--- src/rtl/hazard_alert_ctrl.sv ---
// rtl/hazard_alert_ctrl.sv - per-channel hazard persistence/latch FSMs driving alert LEDs
module hazard_alert_ctrl #(
    parameter int NCH     = 4,
    parameter int SW      = 2,
    parameter int PERSIST = 3
) (
    input  logic                       clk,
    input  logic                       rst_n,
    input  logic                       sample_en,
    input  logic [NCH*SW-1:0]          sev,
    input  logic [NCH*SW-1:0]          thr,
    input  logic                       mode,
    input  logic [NCH-1:0]             ack,
    input  logic                       clear_all,
    output logic [NCH-1:0]             led,
    output logic                       alarm_any,
    output logic [$clog2(NCH+1)-1:0]   alarm_cnt
);

    localparam int CW = $clog2(PERSIST + 1);
    localparam int AW = $clog2(NCH + 1);
    localparam logic [CW-1:0] PERSIST_C = CW'(PERSIST);

    typedef enum logic [1:0] {IDLE, PENDING, ALARM, ACKED} ch_state_t;

    ch_state_t     state   [NCH];
    ch_state_t     state_n [NCH];
    logic [CW-1:0] cnt     [NCH];
    logic [CW-1:0] cnt_n   [NCH];
    logic [NCH-1:0] hit;
    logic [NCH-1:0] alarm_n;
    logic [NCH-1:0] led_n;
    logic [AW-1:0]  alarm_cnt_n;

    // Per-channel hit: a zero threshold disables the channel
    always_comb begin
        hit = '0;
        for (int i = 0; i < NCH; i++) begin
            hit[i] = (thr[i*SW +: SW] != '0) && (sev[i*SW +: SW] >= thr[i*SW +: SW]);
        end
    end

    // Next-state and persistence counter for every channel; clear_all wins over everything
    always_comb begin
        for (int i = 0; i < NCH; i++) begin
            state_n[i] = state[i];
            cnt_n[i]   = cnt[i];
            if (clear_all) begin
                state_n[i] = IDLE;
                cnt_n[i]   = '0;
            end else begin
                case (state[i])
                    IDLE: begin
                        if (sample_en && hit[i]) begin
                            cnt_n[i]   = CW'(1);
                            state_n[i] = (PERSIST == 1) ? ALARM : PENDING;
                        end
                    end
                    PENDING: begin
                        if (sample_en) begin
                            if (hit[i]) begin
                                cnt_n[i] = cnt[i] + CW'(1);
                                if (cnt[i] + CW'(1) == PERSIST_C) begin
                                    state_n[i] = ALARM;
                                end
                            end else begin
                                cnt_n[i]   = '0;
                                state_n[i] = IDLE;
                            end
                        end
                    end
                    // ack only sees channels already latched before this edge
                    ALARM: begin
                        if (ack[i]) begin
                            state_n[i] = ACKED;
                        end
                    end
                    // stay silenced until the hazard condition actually clears
                    ACKED: begin
                        if (sample_en && !hit[i]) begin
                            state_n[i] = IDLE;
                            cnt_n[i]   = '0;
                        end
                    end
                    default: begin
                        state_n[i] = IDLE;
                        cnt_n[i]   = '0;
                    end
                endcase
            end
        end
    end

    // Output values derived from next state so led rises on the ALARM entry edge
    always_comb begin
        alarm_cnt_n = '0;
        for (int i = 0; i < NCH; i++) begin
            alarm_n[i] = (state_n[i] == ALARM);
            if (alarm_n[i]) begin
                alarm_cnt_n = alarm_cnt_n + AW'(1);
            end
        end
        // priority mode isolates the lowest-index alarm bit
        led_n = mode ? alarm_n : (alarm_n & (~alarm_n + NCH'(1)));
    end

    // Channel state registers
    always_ff @(posedge clk or negedge rst_n) begin
        if (!rst_n) begin
            for (int i = 0; i < NCH; i++) begin
                state[i] <= IDLE;
                cnt[i]   <= '0;
            end
        end else begin
            for (int i = 0; i < NCH; i++) begin
                state[i] <= state_n[i];
                cnt[i]   <= cnt_n[i];
            end
        end
    end

    // Registered indicator outputs
    always_ff @(posedge clk or negedge rst_n) begin
        if (!rst_n) begin
            led       <= '0;
            alarm_any <= 1'b0;
            alarm_cnt <= '0;
        end else begin
            led       <= led_n;
            alarm_any <= |alarm_n;
            alarm_cnt <= alarm_cnt_n;
        end
    end

endmodule

--- config.mk ---
export PLATFORM = sky130hd
export DESIGN_NAME = hazard_alert_ctrl
export DESIGN_NICKNAME = d
export VERILOG_FILES = /design/src/rtl/hazard_alert_ctrl.sv
export SDC_FILE = /design/constraint.sdc
export NUM_CORES = 1
export LEC_CHECK = 0
export CORE_ASPECT_RATIO = 1.75
export CORE_MARGIN = 2
export CORE_UTILIZATION = 40
export CTS_BUF_LIST = sky130_fd_sc_hd__clkbuf_16
export DETAILED_ROUTE_END_ITERATION = 16
export HOLD_SLACK_MARGIN = 0.03
export PLACE_DENSITY = 0.69
export SKIP_LAST_GASP = 1
export SLEW_MARGIN = 10
export SYNTH_ARGS = -nofsm -noshare
export SYNTH_HDL_FRONTEND = slang
export SYNTH_SLANG_ARGS = --single-unit
--- constraint.sdc ---
create_clock -name clk -period 3.8 [get_ports clk]
set_clock_uncertainty 0.1 [all_clocks]
set_input_delay 0.76 -clock clk [delete_from_list [all_inputs] [get_ports clk]]
set_output_delay 0.76 -clock clk [all_outputs]
set_load 0.005 [all_outputs]
==> run metrics <==
H-tree depth 1; outcome finished clean; CTS tree done; async set or reset register ratio after synthesis 1.00; Placer Congestion 0.786; largest net degree at the start of global routing 25; crit path DAT 3.49 ns; full die area 4650 um^2; Top FF cell, synth dfrtp_1; CTS Sinks 24; DP Wirelength 2.70 mm; Layout area overhead 28.9%; Slew Limit Fails 0; Die Span Y 88.7 um; minimum clock period 3.46 ns; number of synthesized flops with an enable pin 0; CORE AREA 3900 um^2; Post-CTS Setup Repair Bufs 0; Initial Util 0.420; layout cells sized above 1 0.0694; Clock transition at path regs 0.06 ns; Clock Latency Late Sink 0.25 ns; Synth Instances 181; GR met2 Demand/Resource 0.292; Vias 1427; Residual DRC 0; first-pass GRT wire length 5.64 mm; met3 GRT Util 0.00676; busiest grt layer met2; Setup TNS 0 ns; DRT iter0 DRCs 17; Crit path top cell by count ha_1; CTS Buf Count 3; PortBufs 32; Ports 33; CTS Hold Bufs 0; Root Buffer clkbuf_16; Unique masters post-synth 42; kind of critical path input port to flop; Peak supply drop 0.183 mV; FP Rows 30; WL/cell 12.8 um; max_slew headroom 0.752; synthesized area per cell 9.06 um^2; number of synthesized register bits 24; count leader, synth dfrtp_1; crit-path cells clkdlybuf4s50_1 > inv_1 > ha_1 > o22ai_1 > o21ba_1 > or4_1 > inv_2 > ha_1 > xor2_1 > ha_1 > mux2_2; Max Fclk 0.289 GHz; Hold Vio Cnt, Final 0; vias in the first global route 1354; Design Area, Final 2110 um^2; Startpoint Class input port; Mapped Area 1640 um^2; Syn. warnings 0; Net Count, Synth 222; M1 GR Usage 0.174; ANT cells 0; GRT overflow 0; CTS max path bufs 2; pwr dens 290 nW/um^2; Tightest Pin Transition 0.372 ns; worst-path maximum fanout 3; die width 52.4 um; top post-synthesis cells by area dfrtp_1 (37%), ha_1 (12%), inv_1 (4.8%); initial antenna violation count 0; ANT nets after route 0; Pre-antenna DRT Iters 4; total track usage 0.158; # Max-Cap Violations 0; Final setup viols 0; sequential share of the synthesized area 0.366; RSZ-0062 raised after global routing no; largest area contributor in the netlist dfrtp_1; Fill cells 373; placed inst area 2040 um^2; CP required 3.84 ns; Pleak 0.957 nW; Commonest cells post-synth dfrtp_1 (24), inv_1 (21), ha_1 (16), a21oi_1 (12); Hold Crit Class flop to flop; Via density 5.41; # nets final 259; top-area cell type share of the netlist area 0.366; max incr delay on CP 0.55 ns; final WL 3.37 mm; Worst setup EP type flop; # resized after CTS 0; period utilization 0.910; Slowest-stage cell, CP or4_1
-- critical path: cells and delay by family --
family / cells / cell delay, ns
buf+inv: 3 / 0.63
fa+ha+maj: 3 / 0.79
simple gates: 1 / 0.55
mux: 1 / 0.25
xor+xnor: 1 / 0.25
compound gates: 2 / 0.26
-- final timing paths --
kind | start | end | slack (ns) | cells past startpoint
worst max-delay path | thr[3] | alarm_cnt[1] | 0.34 | 11
worst min-delay path | cnt[0] | cnt[0] | 0.45 | 2
worst max register to register | cnt[4] | alarm_cnt[1] | 1.13 | 9
worst min register to register | cnt[0] | cnt[0] | 0.45 | 2
max in group asynchronous | rst_n | alarm_cnt[2] | 2.59 | 2
min in group asynchronous | rst_n | cnt[1] | 0.76 | 2
-- placed cells by master, fill, tap and decap left out, drive strengths merged, types with 4 or more instances in the layout --
cell type,netlist,routed
o21ai,12,12
inv,22,22
nand2,9,9
nor3,4,4
nand3,4,4
ha,16,16
a211oi,8,8
a21oi,12,12
o22ai,4,4
mux2i,4,4
dfrtp,24,24
clkdlybuf4s50,0,32
nor2,10,10
nor2b,6,6
nor3b,4,4
buf,2,6
-- power breakdown --
group / switching (W) / leakage, nW / internal, W / total (W)
clock network: 0.0000820 / 0.0370 / 0.000139 / 0.000221
logic: 0.0000602 / 0.591 / 0.0000596 / 0.000120
registers: 0.00000697 / 0.329 / 0.000265 / 0.000272
total: 0.000149 / 0.957 / 0.000463 / 0.000612
-- layout make-up --
cell class,count,area (um^2),area share
Sequential cell,24,601,0.284
Timing Repair Buffer,38,365,0.173
Multi-Input combinational cell,129,928,0.440
Clock buffer,3,75.1,0.0355
Tap cell,48,60.1,0.0284
Inverter,22,82.6,0.0391
-- metal layers --
metal / wire length (um) / share of wire / vias to the layer above
met5: 0 / 0 / -
met4: 83 / 0.025 / 0
met3: 82 / 0.024 / 6
met2: 1820 / 0.54 / 26
met1: 1390 / 0.41 / 673
li1: - / - / 722
-- metrics by stage --
| stage | hold slack (ns) | instances | utilization | setup WS (ns) | power [W] |
|---|---|---|---|---|---|
| final | 0.448 | 264 | 0.541 | 0.344 | 0.000612 |
| after global routing | 0.478 | 264 | 0.541 | 0.171 | 0.000642 |
| after CTS | 0.457 | 264 | 0.541 | 0.328 | 0.000619 |
| after detailed placement | 0.442 | 261 | 0.522 | 0.0931 | 0.000397 |
| after global placement | 0.422 | 261 | 0.522 | 0.156 | 0.000395 |
| after floorplan | 0.364 | 181 | - | 0.722 | 0.000343 |
-- flip-flops by register name, indices dropped and copies added, names as in the netlist --
name	count
alarm_any	1
alarm_cnt	3
cnt	8
led	4
state	8
-- logic make-up after synthesis --
logic type      Yosys count  synth area share
xor+xnor                  3            0.0160
mux                       6            0.0382
buf+inv                  28            0.0672
fa+ha+maj                16             0.122
compound gates           58             0.243
simple gates             46             0.147
flops                    24             0.366
No activity file was read; power rests on OpenSTA's default activity.
